**config.mk**
```make
export PLATFORM = sky130hd
export DESIGN_NAME = pixel_unpacker
export DESIGN_NICKNAME = d
export VERILOG_FILES = /design/src/rtl/pixel_unpacker.sv
export SDC_FILE = /design/constraint.sdc
export NUM_CORES = 1
export LEC_CHECK = 0
export CAP_MARGIN = 20
export CORE_MARGIN = 1
export CORE_UTILIZATION = 40
export DETAILED_ROUTE_END_ITERATION = 8
export DONT_BUFFER_PORTS = 1
export PLACE_DENSITY_LB_ADDON = 0.12
export SETUP_SLACK_MARGIN = 0.1
export SLEW_MARGIN = 20
export SYNTH_ARGS = -nofsm -noshare
export SYNTH_HDL_FRONTEND = slang
export SYNTH_SLANG_ARGS = --single-unit
```
**constraint.sdc**
```tcl
create_clock -name clock -period 1.9 [get_ports clock]
set_input_delay 0.475 -clock clock [delete_from_list [all_inputs] [get_ports clock]]
set_output_delay 0.475 -clock clock [all_outputs]
set_load 0.005 [all_outputs]
```
**src/rtl/pixel_unpacker.sv**
```systemverilog
// pixel_unpacker: splits packed pixel bytes into a raster-ordered pixel stream
// with x/y coordinates, a frame_done marker and a sticky overrun flag.
module pixel_unpacker #(
    parameter int unsigned IMG_W     = 640,
    parameter int unsigned IMG_H     = 480,
    parameter int unsigned BPP       = 1,
    parameter int unsigned LSB_FIRST = 1,
    parameter int unsigned XW        = 10,
    parameter int unsigned YW        = 9
) (
    input  logic           clock,
    input  logic           reset,
    input  logic           start,
    input  logic           byte_valid,
    input  logic [7:0]     data_in,
    output logic           byte_ready,
    output logic           pix_valid,
    output logic [BPP-1:0] pix_data,
    output logic [XW-1:0]  x_out,
    output logic [YW-1:0]  y_out,
    output logic           frame_done,
    output logic           overrun_err
);

    localparam int unsigned PPB = 8 / BPP;
    localparam int unsigned RW  = 4;

    typedef enum logic [1:0] {
        IDLE = 2'd0,
        RUN  = 2'd1,
        DONE = 2'd2
    } state_t;

    state_t         state_q, state_d;
    logic [7:0]     sr_q, sr_d;
    logic [RW-1:0]  rem_q, rem_d;
    logic [XW-1:0]  x_cnt_q, x_cnt_d;
    logic [YW-1:0]  y_cnt_q, y_cnt_d;
    logic           pix_valid_q, pix_valid_d;
    logic [BPP-1:0] pix_data_q, pix_data_d;
    logic [XW-1:0]  x_out_q, x_out_d;
    logic [YW-1:0]  y_out_q, y_out_d;
    logic           frame_done_q, frame_done_d;
    logic           overrun_q, overrun_d;
    logic           bv_prev_q, bv_prev_d;

    logic           accept;
    logic           drop;
    logic           emit;
    logic [BPP-1:0] pix_sel;
    logic           x_last;
    logic           y_last;

    // Pixel that leaves a byte first, given the configured packing order.
    function automatic logic [BPP-1:0] first_pix(input logic [7:0] b);
        if (LSB_FIRST != 0) begin
            return b[BPP-1:0];
        end else begin
            return b[7:8-BPP];
        end
    endfunction

    // Byte with its first pixel consumed, so the next pixel sits in the same slot.
    function automatic logic [7:0] advance(input logic [7:0] b);
        if (LSB_FIRST != 0) begin
            return b >> BPP;
        end else begin
            return b << BPP;
        end
    endfunction

    // Ready once the pixel currently on the output is the last one held.
    assign byte_ready = (state_q == RUN) && !start && (rem_q == '0);
    assign accept     = byte_valid && byte_ready;

    // A byte_valid held high while not ready is a waiting source; only a newly
    // raised byte_valid that cannot be taken counts as a dropped byte.
    assign drop       = byte_valid && !byte_ready && !bv_prev_q;

    assign x_last     = (x_cnt_q == XW'(IMG_W - 1));
    assign y_last     = (y_cnt_q == YW'(IMG_H - 1));

    // Next-state, shift register, raster counters and output pixel.
    always_comb begin
        state_d      = state_q;
        sr_d         = sr_q;
        rem_d        = rem_q;
        x_cnt_d      = x_cnt_q;
        y_cnt_d      = y_cnt_q;
        pix_valid_d  = 1'b0;
        pix_data_d   = pix_data_q;
        x_out_d      = x_out_q;
        y_out_d      = y_out_q;
        frame_done_d = 1'b0;
        overrun_d    = overrun_q;
        bv_prev_d    = byte_valid;
        emit         = 1'b0;
        pix_sel      = '0;

        if (start) begin
            state_d   = RUN;
            sr_d      = '0;
            rem_d     = '0;
            x_cnt_d   = '0;
            y_cnt_d   = '0;
            overrun_d = 1'b0;
        end else begin
            unique case (state_q)
                RUN: begin
                    if (drop) begin
                        overrun_d = 1'b1;
                    end

                    if (accept) begin
                        emit    = 1'b1;
                        pix_sel = first_pix(data_in);
                        sr_d    = advance(data_in);
                        rem_d   = RW'(PPB - 1);
                    end else if (rem_q != '0) begin
                        emit    = 1'b1;
                        pix_sel = first_pix(sr_q);
                        sr_d    = advance(sr_q);
                        rem_d   = rem_q - RW'(1);
                    end

                    if (emit) begin
                        pix_valid_d = 1'b1;
                        pix_data_d  = pix_sel;
                        x_out_d     = x_cnt_q;
                        y_out_d     = y_cnt_q;
                        if (x_last) begin
                            x_cnt_d = '0;
                            if (y_last) begin
                                // Last pixel of the frame: leftovers in the byte are discarded.
                                y_cnt_d      = '0;
                                frame_done_d = 1'b1;
                                state_d      = DONE;
                                rem_d        = '0;
                                sr_d         = '0;
                            end else begin
                                y_cnt_d = y_cnt_q + YW'(1);
                            end
                        end else begin
                            x_cnt_d = x_cnt_q + XW'(1);
                        end
                    end
                end
                IDLE: begin
                end
                DONE: begin
                end
                default: begin
                    state_d = IDLE;
                end
            endcase
        end
    end

    // State and datapath registers with synchronous reset.
    always_ff @(posedge clock) begin
        if (reset) begin
            state_q      <= IDLE;
            sr_q         <= '0;
            rem_q        <= '0;
            x_cnt_q      <= '0;
            y_cnt_q      <= '0;
            pix_valid_q  <= 1'b0;
            pix_data_q   <= '0;
            x_out_q      <= '0;
            y_out_q      <= '0;
            frame_done_q <= 1'b0;
            overrun_q    <= 1'b0;
            bv_prev_q    <= 1'b0;
        end else begin
            state_q      <= state_d;
            sr_q         <= sr_d;
            rem_q        <= rem_d;
            x_cnt_q      <= x_cnt_d;
            y_cnt_q      <= y_cnt_d;
            pix_valid_q  <= pix_valid_d;
            pix_data_q   <= pix_data_d;
            x_out_q      <= x_out_d;
            y_out_q      <= y_out_d;
            frame_done_q <= frame_done_d;
            overrun_q    <= overrun_d;
            bv_prev_q    <= bv_prev_d;
        end
    end

    assign pix_valid   = pix_valid_q;
    assign pix_data    = pix_data_q;
    assign x_out       = x_out_q;
    assign y_out       = y_out_q;
    assign frame_done  = frame_done_q;
    assign overrun_err = overrun_q;

endmodule
```
== Word-level counts from Yosys, hierarchy flattened ==
Cells that the tools add are included.

* Register bits: 57
* Input bits: 12

* Mux-type cells: 25
* Reductions and logical operators: 21
* Equal/unequal tests: 11
* Bitwise gates (word level): 5
* $add $sub $neg: 3

{| class="wikitable"
|+ Operator list
! kind !! number
|-
| 8-bit 2-to-1 mux || 5
|-
| 4-bit 2-to-1 mux || 5
|-
| 10-bit by 1-bit adder with 10-bit output, second input constant || 1
|-
| 10-bit == test, second input constant || 1
|-
| 10-bit 2-to-1 mux || 1
|-
| 9-bit by 1-bit adder with 9-bit output, second input constant || 1
|-
| 9-bit == test, second input constant || 1
|-
| 1-bit 2-to-1 mux || 9
|-
| 9-bit 2-to-1 mux || 1
|-
| 4-bit AND reduction || 2
|-
| 2-bit 2-to-1 mux || 3
|-
| 3-bit inequality test, second input constant || 2
|-
| 3-bit AND reduction || 2
|-
| 1-bit logical AND || 5
|-
| 1-bit inverter || 5
|-
| 5-bit OR reduction || 1
|-
| 4-bit logical NOT || 1
|-
| 2-bit by 1-bit inequality test with 1-bit output, second input constant || 2
|-
| 2-bit inequality test, second input constant || 2
|-
| 2-bit one-hot mux with 2 select lines || 1
|-
| 2-bit AND reduction || 2
|-
| 4-bit nonzero test || 1
|-
| 2-bit OR reduction || 2
|-
| 4-bit by 1-bit subtractor with 4-bit output, second input constant || 1
|-
| other kinds (6) || 8
|}

== Longest topological paths before layout ==
Gate-level depths: netlist of run 1.

* Depth after elaboration: 10
* Gate-level depth with buffers: 9

== Worst setup path after synthesis of run 1 ==
OpenSTA, ideal clock, no wires.

* Path type: register -> register
* Start point: register rem_q[0]
* End point: register sr_q[0]
* Slack: 19 ps
* Cell stages (with the launch flop): 8
* Arrival time: 1,764 ps
* Setup time: 117 ps
* Buffers on the path: 1
* Clock period less this slack: 1,881 ps
* Path through: dfxtp_1 > inv_1 > ha_1 > or3b_1 > buf_6 > mux2_4 > mux2_2 > a22o_1

* Cells in the longest elaborated chain, start to end: 7
* Elaborated cells on any way between the ends: 13

{| class="wikitable"
|+ Ends and longest elaborated chain
! what !! line !! text
|-
| start, declared || 36 || <nowiki>logic [RW-1:0] rem_q, rem_d;</nowiki>
|-
| start signal, assigned || 177 || <nowiki>rem_q <= rem_d;</nowiki>
|-
| 4-bit logical NOT || 73 || <nowiki>assign byte_ready = (state_q == RUN) && !start && (rem_q == '0);</nowiki>
|-
| 1-bit logical AND || 73 ||
|-
| 1-bit logical AND || 74 || <nowiki>assign accept = byte_valid && byte_ready;</nowiki>
|-
| 8-bit 2-to-1 mux / 1-bit 2-to-1 mux (equally long branches) || 114 || <nowiki>if (accept) begin</nowiki>
|-
| 8-bit 2-to-1 mux / 1-bit 2-to-1 mux (equally long branches) || 133, 108 ||
|-
| 8-bit 2-to-1 mux / 1-bit 2-to-1 mux (equally long branches) || 131, 100 ||
|-
| 8-bit 2-to-1 mux (*) || 126 || <nowiki>if (emit) begin</nowiki>
|-
| end signal, assigned || 176 || <nowiki>sr_q <= sr_d;</nowiki>
|-
| end, declared || 35 || <nowiki>logic [7:0] sr_q, sr_d;</nowiki>
|}

Every way passes the cells marked *; elsewhere a longest branch is shown, timed or not. The select of a mux whose other input is x is not followed.
A chain may end at the register's enable or synchronous reset.

== Worst setup path after layout of run 1 ==
* Start point: register rem_q[0]
* End point: register x_cnt_q[5]

* Cells in the longest elaborated chain, start to end: 7
* Elaborated cells on any way between the ends: 9

{| class="wikitable"
|+ Ends and longest elaborated chain
! what !! line !! text
|-
| 4-bit logical NOT || 73 ||
|-
| 1-bit logical AND || 73 ||
|-
| 1-bit logical AND || 74 ||
|-
| 1-bit 2-to-1 mux (*) || 114 ||
|-
| 1-bit 2-to-1 mux (*) || 108 || <nowiki>unique case (state_q)</nowiki>
|-
| 1-bit 2-to-1 mux (*) || 100 || <nowiki>if (start) begin</nowiki>
|-
| 2-bit AND reduction (no source line) (*) || n/a ||
|-
| end signal, assigned || 178 || <nowiki>x_cnt_q <= x_cnt_d;</nowiki>
|-
| end, declared || 37 || <nowiki>logic [XW-1:0] x_cnt_q, x_cnt_d;</nowiki>
|}

Marked as above.

==> results of run 1 <==
==> area by class of cell <==
| class | count | area [um2] |
|---|---|---|
| Sequential cell | 57 | 1144 |
| Tap cell | 77 | 96.34 |
| Clock inverter | 4 | 45.04 |
| Timing Repair Buffer | 42 | 395.4 |
| Clock buffer | 11 | 131.4 |
| Fill cell | 571 | 2933 |
| Multi-Input combinational cell | 199 | 1598 |
| Inverter | 2 | 7.507 |
==> state kept, by name, summed over array words and instances (netlist names) <==
register	flops
x_cnt_q	10
x_out	10
y_cnt_q	9
y_out	9
sr_q	8
rem_q	4
state_q	2
bv_prev_q	1
frame_done	1
overrun_err	1
pix_data	1
pix_valid	1
==> through the flow <==
stage	setup WS [ns]	area (um2)	utilization, %	power (mW)	TNS, ns
after floorplan	0.06889	2675	-	1.344	0
after global placement	0.01046	2898	45.64	1.378	0
after detailed placement	-0.05476	2898	45.64	1.379	-0.3589
after CTS	-0.1911	3262	51.37	2.474	-1.468
after global routing	-0.2198	3417	53.81	2.572	-4.220
final	-0.1546	3417	53.81	2.464	-1.548
==> where the power goes <==
| group | internal, mW | leakage [nW] | switching [mW] |
|---|---|---|---|
| clock network | 0.592 | 0.0929 | 0.461 |
| registers | 1.20 | 0.461 | 0.00666 |
| logic | 0.106 | 0.708 | 0.0956 |
| total | 1.90 | 1.26 | 0.563 |
==> final timing paths <==
kind	start	end	slack, ns	depth (start not counted)
max	rem_q[0]	x_cnt_q[5]	-0.15	10
min	reset	pix_data	0.20	1
max reg2reg	rem_q[0]	x_cnt_q[5]	-0.15	10
min reg2reg	overrun_err	overrun_err	0.50	1
==> cell families (layout without fill, tap and decap cells) <==
family                   Yosys count  in the layout  share of synthesized area [%]
AO/OA/AOI/OAI                     57             57                          15.84
XOR/XNOR                           4              4                          1.328
adder cells (fa/ha/maj)            3              3                          1.423
buffers and inverters             18             59                          3.651
flip-flops                        57             57                          43.24
multiplexers                      33             33                          13.89
AND/OR/NAND/NOR                  102            102                          20.63
==> worst max-delay path, stage by stage (launching register included) <==
cell and delay (ns):
dfxtp_2 0.35, inv_2 0.04, ha_4 0.15, buf_4 0.12, buf_6 0.11, nor3b_4 0.16
buf_4 0.15, a211o_1 0.31, buf_6 0.15, or3_4 0.32, a21oi_2 0.12
==> Yosys cell counts, types with 4 or more instances <==
cell,number
a211oi_1,4
a21oi_1,11
a22o_1,8
and3_1,4
buf_2,5
clkbuf_1,8
dfxtp_1,57
mux2_2,9
mux2_4,5
mux2i_1,19
nand2_1,15
nand3_1,6
nor2_1,34
nor2b_1,6
o21ai_0,5
or3_1,6
==> routing by layer <==
layer / global-route usage [%] / routed length [um]
met2: 30.48 / 3120
met5: 0 / 0
met4: 6.583 / 53
met1: 26.54 / 3237
met3: 6.461 / 272
==> repair_timing <==
| item | in CTS | in global routing |
|---|---|---|
| hold endpoints to repair | 0 | 0 |
| gates resized for setup | 20 | 25 |
| cloned | 1 | 1 |
| setup endpoints to repair | 24 | 53 |
| buffers inserted | 11 | 2 |
| pin swaps | 14 | 10 |
==> out/qor.csv, run 1 <==
stage,metric,value,unit
timing,Max Slew Vio Count,0,
yosys,register bit total from synthesis,57,
drt,DRT Pass-1 Iters,4,
grt,largest net degree at the start of global routing,28,
yosys,YS warnings,0,
yosys,"EDFF count, synth",0,
placed_design,Port Buffers,0,
timing,max_slew headroom,67.07,%
worst_setup_path,endpoint class of the critical path,register,
cts,CTS tree,yes,
floorplanning,Starting Density,41.56,%
floorplanning,Die Y,83.22,um
yosys,syn_nets,289,
grt,Global Route Usage Sum,19.95,%
floorplanning,Die ar.,6926,um2
timing,post-route minimum period,2.055,ns
job,max-cap violations,0,
cts,Root Buffer,clkbuf_8,
worst_setup_path,WP data required,2.16,ns
grt,grt total ovfl,0,
power_and_ir_drop,Leak,1.262,nW
yosys,ys flop type,dfxtp_1,
cts,Max clock buf depth,2,
timing,Peak Freq,486.7,MHz
finish,Antenna diodes,0,
yosys,Synth Instances,274,
cts,Num CTS Buffers,9,
cts,worst skew pair latency,0.33,ns
worst_setup_path,critical path launch point type,register,
cts,clock slew at reported path FFs,0.06,ns
drt,via count,2167,
placed_design,Cell Count Post-Placement,362,
floorplanning,DIE WIDTH,83.22,um
drt,initial DRC count,73,
finish,"commonest non-fill, non-tap cell in the layout",dfxtp_1,
grt,vias in the first global route,2063,
floorplanning,Cell Rows,29,
cts,H-tree Lvls,3,
yosys,ys async rst share,0,%
yosys,Unique masters post-synth,57,
finish,Layout Cells excl Fill,392,
worst_setup_path,data arrival time of the critical path,2.32,ns
drt,routed len/inst,17.05,um
hold_path,Hold Crit Class,in2reg,
timing,RSZ-0062 raised after global routing,yes,
finish,most frequent cells in the layout,"dfxtp_1, nor2_1, buf_4",
placed_design,RD Place Congestion,0.8082,
cts,total clock sinks,57,
drt,"antenna viol nets, final",0,
finish,layout cells sized above 1,33.02,%
yosys,sequential share of the synthesized area,43.24,%
drt,via/cell ratio,5.528,
timing,worst setup margin,-0.1546,ns
worst_setup_path,CP max FO,5,
yosys,Post-Synthesis Cell Area,2639,um2
timing,Tcrit/Tclk final,108.1,%
cts,Hold Buf Count CTS,0,
timing,"Hold Vio Cnt, Final",0,
yosys,top-area cell type share of the netlist area,43.24,%
yosys,synth top area cells,"dfxtp_1, mux2i_1, nor2_1",
power_and_ir_drop,VDD IR max,422.3,uV
timing,Setup Skew,0.005902,ns
yosys,Synth area leader,dfxtp_1,
timing,setup violators final,30,
grt,initial antenna violation count,0,
timing,Hold WS,0.1998,ns
finish,Final nets,326,
floorplanning,Core ar.,6350,um2
floorplanning,Boundary Pins,36,
grt,first-pass GRT wire length,10720,um
drt,Total Wirelength,6683,um
power_and_ir_drop,Pwr Density,721.2,nW/um2
yosys,Syn Area/Cell,9.631,um2
drt,DRC viols,0,
worst_setup_path,Crit Path Class,reg2reg,
timing,Worst-Margin Slew,0.4929,ns
run_status,failing checks,setup timing,
placed_design,Post-DP HPWL,4202,um
finish,Area growth syn-to-layout,29.49,%
run_status,status,"finished, violations left",
Power figures use the tool's default switching activity.
==> run 2: changes to the inputs <==
--- a/config.mk
+++ b/config.mk
@@ -9,7 +9,7 @@
 export CORE_MARGIN = 1
 export CORE_UTILIZATION = 40
 export DETAILED_ROUTE_END_ITERATION = 8
-export DONT_BUFFER_PORTS = 1
+export HOLD_SLACK_MARGIN = 0.05
 export PLACE_DENSITY_LB_ADDON = 0.12
 export SETUP_SLACK_MARGIN = 0.1
 export SLEW_MARGIN = 20
==> run 2 against run 1 <==
  * The flow still finishes with violations (setup timing)
  * Global-route usage grew 0.86 points
  * Clock-buffer cell count grew 3
  * Non-clock buffer count grew 47
  * Largest cell class unchanged
  * Worst setup slack gained 0.062 ns
  * First-iteration DRC count grew 33%
==> out/qor.csv, run 2 (same netlist as run 1, synthesis figures left out) <==
stage,metric,value,unit,change
drt,Met2 Wirelength,3263,um,+4.6%
cts,Num CTS Buffers,9,,unchanged
worst_setup_path,reg2reg setup slack,-0.09,ns,+0.06 ns
drt,DRC viols,0,,unchanged
placed_design,Post-DP HPWL,4684,um,+11%
power_and_ir_drop,total design power,2.654,mW,+7.7%
cts,Hold Buf Count CTS,0,,unchanged
floorplanning,Boundary Pins,36,,unchanged
cts,Max clock buf depth,2,,unchanged
worst_setup_path,Crit Path Class,reg2reg,,
worst_setup_path,r2r worst-path depth,10,,unchanged
finish,Area growth syn-to-layout,45.76,%,
worst_setup_path,reg-to-reg endpoint,x_cnt_q[5],,
timing,setup violators final,12,,-60%
drt,initial DRC count,97,,+33%
placed_design,RD Place Congestion,0.8185,,+1.3%
finish,Antenna diodes,0,,unchanged
hold_path,Hold Crit Class,reg2reg,,
grt,vias in the first global route,2323,,+13%
floorplanning,Core ar.,6350,um2,unchanged
timing,Peak Freq,501.8,MHz,+3.1%
floorplanning,Die Y,83.22,um,unchanged
placed_design,Post-DP Area,3391,um2,+17%
worst_setup_path,worst setup path start,rem_q[0],,
finish,most frequent cells in the layout,"dfxtp_1, buf_4, nor2_1",,
power_and_ir_drop,VDD IR max,500.9,uV,+19%
cts,H-tree Lvls,3,,unchanged
worst_setup_path,endpoint class of the critical path,register,,
timing,Worst-Margin Slew,0.4642,ns,-0.02868 ns
grt,first-pass GRT wire length,11340,um,+5.8%
timing,Setup Skew,0.01172,ns,+0.005822 ns
worst_setup_path,CP max FO,6,,+1
floorplanning,Die ar.,6926,um2,unchanged
finish,post-route cell area,3846,um2,+13%
worst_setup_path,critical path launch point type,register,,
timing,setup TNS,-0.6608,ns,+0.8871 ns
drt,met3 wire len,210,um,-23%
job,max-cap violations,0,,unchanged
drt,top sig layer,met4,,
floorplanning,Starting Density,41.56,%,unchanged
drt,via/cell ratio,5.389,,-2.5%
worst_setup_path,WP data required,2.17,ns,about the same
timing,worst setup margin,-0.09274,ns,+0.06183 ns
finish,Layout Cells excl Fill,440,,+12%
timing,"Hold Vio Cnt, Final",0,,unchanged
worst_setup_path,Worst setup endpoint,x_cnt_q[5],,
timing,Hold WS,0.4663,ns,+0.2665 ns
floorplanning,DIE WIDTH,83.22,um,unchanged
run_status,failing checks,setup timing,,
drt,M1 wire length,3321,um,+2.6%
cts,Root Buffer,clkbuf_8,,
drt,"antenna viol nets, final",0,,unchanged
finish,layout cells sized above 1,31.96,%,-1.1 points
floorplanning,Cell Rows,29,,unchanged
drt,DRT Pass-1 Iters,4,,unchanged
cts,worst skew pair latency,0.34,ns,about the same
timing,Max Slew Vio Count,0,,unchanged
timing,post-route minimum period,1.993,ns,-0.06183 ns
cts,clock slew at reported path FFs,0.07,ns,about the same
power_and_ir_drop,Pwr Density,690.0,nW/um2,-4.3%
finish,"commonest non-fill, non-tap cell in the layout",dfxtp_1,,
cts,total clock sinks,57,,unchanged
run_status,status,"finished, violations left",,
timing,max_slew headroom,68.98,%,+1.9 points
timing,RSZ-0062 raised after global routing,yes,,
power_and_ir_drop,Leak,1.447,nW,+15%
cts,CTS tree,yes,,
drt,routed len/inst,15.73,um,-7.7%
placed_design,Cell Count Post-Placement,416,,+15%
grt,initial antenna violation count,0,,unchanged
timing,Tcrit/Tclk final,104.9,%,-3.3 points
placed_design,Port Buffers,35,,+35
worst_setup_path,reg-to-reg startpoint,rem_q[0],,
grt,largest net degree at the start of global routing,22,,-21%
drt,via count,2371,,+9.4%
worst_setup_path,data arrival time of the critical path,2.27,ns,-0.05 ns
grt,grt total ovfl,0,,unchanged
grt,Global Route Usage Sum,20.81,%,+0.86 points
finish,Final nets,373,,+14%
drt,Total Wirelength,6922,um,+3.6%
[run 2: changes by cell type in the layout (fill, tap and decap cells not counted), moves of 2 or more]
cell and change:
buf_4 +14, clkbuf_8 +3, clkdlybuf4s50_1 +33, clkinv_2 -2, mux2_2 +2, mux2_4 -2
[run 2: how the worst min path moves through the flow]
stage,from,slack (ns),cells after the start,endpoint
floorplan,sr_q[7],0.45,1,sr_q[7]
global placement,overrun_err,0.45,1,overrun_err
detailed placement,overrun_err,0.46,1,overrun_err
CTS,overrun_err,0.47,1,overrun_err
global route,overrun_err,0.50,1,overrun_err
finish,overrun_err,0.47,1,overrun_err
[run 2: routing by layer]
layer / global-route usage [%] / vias up
met5: 0 / -
met4: 10.97 / 0
met3: 3.579 / 11
met2: 32.56 / 39
met1: 27.40 / 1144
li1: - / 1177
[run 2: what timing repair did]
| action | CTS | global route |
|---|---|---|
| gates cloned | 1 | 0 |
| endpoints found under the setup margin | 50 | 54 |
| pin swaps | 7 | 3 |
| resized for setup | 28 | 21 |
| setup buffers | 2 | 5 |
[run 2: metrics by stage]
stage / worst slack (ns) / util (%)
floorplan: 0.06889 / -
global placement: -0.3780 / 53.40
detailed placement: -0.4146 / 53.40
CTS: -0.1126 / 58.50
global route: -0.1644 / 60.57
finish: -0.09274 / 60.57
[run 2: area by class of cell]
type | count | area, um2
Clock buffer | 14 | 172.7
Clock inverter | 2 | 35.03
Fill cell | 531 | 2504
Inverter | 2 | 7.507
Multi-Input combinational cell | 199 | 1599
Sequential cell | 57 | 1144
Tap cell | 77 | 96.34
Timing Repair Buffer | 89 | 792.0
[run 2: power by group]
group	internal, mW	switching (mW)
clock network	0.712	0.486
registers	1.20	0.00486
logic	0.127	0.121
total	2.04	0.612
[run 2: critical path, stage by stage (launching register included)]
cell and delay, ns:
dfxtp_2 0.33, inv_2 0.04, ha_4 0.14, buf_4 0.14, nor3b_4 0.15, buf_6 0.12, buf_6 0.13, a211o_1 0.29
buf_6 0.14, or3_1 0.31, a21oi_2 0.12
==> run 3: changes to the inputs <==
--- a/config.mk
+++ b/config.mk
@@ -7,9 +7,8 @@
 export LEC_CHECK = 0
 export CAP_MARGIN = 20
 export CORE_MARGIN = 1
-export CORE_UTILIZATION = 40
+export CORE_UTILIZATION = 49
 export DETAILED_ROUTE_END_ITERATION = 8
-export HOLD_SLACK_MARGIN = 0.05
 export PLACE_DENSITY_LB_ADDON = 0.12
 export SETUP_SLACK_MARGIN = 0.1
 export SLEW_MARGIN = 20
==> run 3 against run 2 <==
  * The flow still finishes with violations (setup timing)
  * Total power grew 9.0%
  * First-iteration DRC count up 72%
  * Die area fell by 18%
  * Critical path type is now reg2out
  * Sequential share of layout area up 0.28 points
  * Sequential cell count did not move
  * Highest routed layer unchanged
  * Clock power increased by 21%
  * Worst hold slack improved by 0.0069 ns
  * Via count is 1.6% higher
==> out/qor.csv, run 3 (same netlist as run 1, synthesis figures left out) <==
stage,metric,value,unit,change
cts,clock slew at reported path FFs,0.07,ns,about the same
timing,"Hold Vio Cnt, Final",0,,unchanged
placed_design,DP Worst Slack,-0.3710,ns,+0.04358 ns
floorplanning,Die ar.,5683,um2,-18%
timing,Peak Freq,494.3,MHz,-1.5%
power_and_ir_drop,VDD IR max,540.9,uV,+8.0%
finish,"commonest non-fill, non-tap cell in the layout",dfxtp_1,,
worst_setup_path,critical path launch point type,register,,
finish,most frequent cells in the layout,"dfxtp_1, buf_4, nor2_1, clkdlybuf4s50_1, mux2i_1",,
worst_setup_path,CP max FO,2,,-4
run_status,status,"finished, violations left",,
grt,Global Route Usage Sum,24.93,%,+4.1 points
finish,Final nets,367,,-1.6%
timing,post-route minimum period,2.023,ns,+0.03047 ns
timing,Max Slew Vio Count,0,,unchanged
floorplanning,Cell Rows,26,,-10%
grt,first-pass GRT wire length,10320,um,-9.0%
timing,setup violators final,8,,-4
drt,via count,2409,,+1.6%
placed_design,Post-DP HPWL,4358,um,-7.0%
run_status,failing checks,setup timing,,
finish,Antenna diodes,0,,unchanged
power_and_ir_drop,Leak,1.444,nW,-0.19%
finish,"Core Util, Final",74.22,%,+14 points
drt,DRC viols,0,,unchanged
finish,layout cells sized above 1,31.37,%,-0.58 points
placed_design,Port Buffers,35,,unchanged
worst_setup_path,reg-to-reg startpoint,rem_q[1],,
drt,Total Wirelength,6854,um,-0.98%
timing,RSZ-0062 raised after global routing,yes,,
worst_setup_path,Crit Path Class,reg2out,,
worst_setup_path,r2r worst-path depth,7,,-3
timing,Setup Skew,0.004757,ns,-0.006968 ns
grt,initial antenna violation count,0,,unchanged
floorplanning,Boundary Pins,36,,unchanged
timing,Worst-Margin Slew,0.3137,ns,-0.1505 ns
placed_design,RD Place Congestion,0.8184,,about the same
power_and_ir_drop,Pwr Density,758.4,nW/um2,+9.9%
cts,CTS tree,yes,,
worst_setup_path,reg2reg setup slack,-0.07,ns,+0.02 ns
worst_setup_path,data arrival time of the critical path,1.55,ns,-0.72 ns
drt,via/cell ratio,5.642,,+4.7%
floorplanning,Die Y,75.39,um,-9.4%
worst_setup_path,Worst setup endpoint,byte_ready,,
hold_path,hold path start,overrun_err,,
worst_setup_path,reg-to-reg endpoint,sr_q[1],,
worst_setup_path,WP data required,1.42,ns,-0.75 ns
cts,Num CTS Buffers,9,,unchanged
cts,worst skew pair latency,0.34,ns,about the same
timing,Tcrit/Tclk final,106.5,%,+1.6 points
finish,Area growth syn-to-layout,44.57,%,
worst_setup_path,endpoint class of the critical path,primary output,,
grt,grt total ovfl,0,,unchanged
drt,"antenna viol nets, final",0,,unchanged
cts,Max clock buf depth,2,,unchanged
floorplanning,DIE WIDTH,75.39,um,-9.4%
cts,H-tree Lvls,3,,unchanged
worst_setup_path,worst setup path start,rem_q[1],,
cts,total clock sinks,57,,unchanged
timing,Hold WS,0.4732,ns,+0.006860 ns
hold_path,Hold Crit Class,reg2reg,,
grt,largest net degree at the start of global routing,27,,+23%
timing,worst setup margin,-0.1232,ns,-0.03047 ns
timing,max_slew headroom,79.09,%,+10 points
drt,routed len/inst,16.05,um,+2.0%
cts,Hold Buf Count CTS,0,,unchanged
drt,DRT Pass-1 Iters,5,,+1
grt,vias in the first global route,2136,,-8.0%
cts,Root Buffer,clkbuf_8,,
job,max-cap violations,0,,unchanged
floorplanning,Core ar.,5140,um2,-19%
drt,initial DRC count,167,,+72%
floorplanning,Starting Density,51.34,%,+9.8 points
## run 3: worst max-delay path: stages (launching register included)
cell	delay [ns]
dfxtp_2	0.32
inv_2	0.06
ha_4	0.12
or3b_4	0.41
nor3_4	0.15
buf_2	0.14
## run 3: per-stage QoR
stage               setup TNS (ns)  power, mW  cells  instance area, um2
floorplan                        0      1.344    274                2675
CTS                        -0.4980      2.901    427                3719
finish                     -0.4631      2.893    427                3815
detailed placement          -13.74      1.439    407                3379
global placement            -12.79      1.436    407                3379
global route                -1.252      2.987    427                3815
## run 3: cell type report
class	count	area (um2)
clock buffer	12	155.1
clock inverter	4	98.84
fill	396	1325
inverter	2	7.507
multi-input combinational	199	1573
sequential	57	1145
tap	70	87.58
timing repair buffer	83	748.2
## run 3: per-layer routing
metal  global-route usage (%)  vias up  share of wire (%)
li1                         -     1170                  -
met1                    33.09     1152                 45
met2                    38.49       72                 48
met3                    6.481       15                3.7
met4                    10.49        0                2.4
met5                        0        -                  0
## run 3: power by group
group | internal (mW) | switching [mW] | leakage [nW] | total, mW
logic | 0.119 | 0.117 | 0.856 | 0.237
registers | 1.20 | 0.00508 | 0.461 | 1.21
clock network | 0.946 | 0.503 | 0.127 | 1.45
total | 2.27 | 0.626 | 1.44 | 2.89
## run 3: timing repair
item,CTS,global route
pin swaps,5,1
gates resized for setup,22,23
setup endpoints to repair,52,50
cloned,1,0
setup buffers,3,0
## run 3: how the worst min path moves through the flow
stage | end | slack, ns | cells past startpoint
2_1_floorplan | sr_q[7] | 0.45 | 1
3_3_place_gp | overrun_err | 0.46 | 1
3_5_place_dp | overrun_err | 0.47 | 1
4_1_cts | overrun_err | 0.49 | 1
5_1_grt | overrun_err | 0.50 | 1
6_report | overrun_err | 0.47 | 1
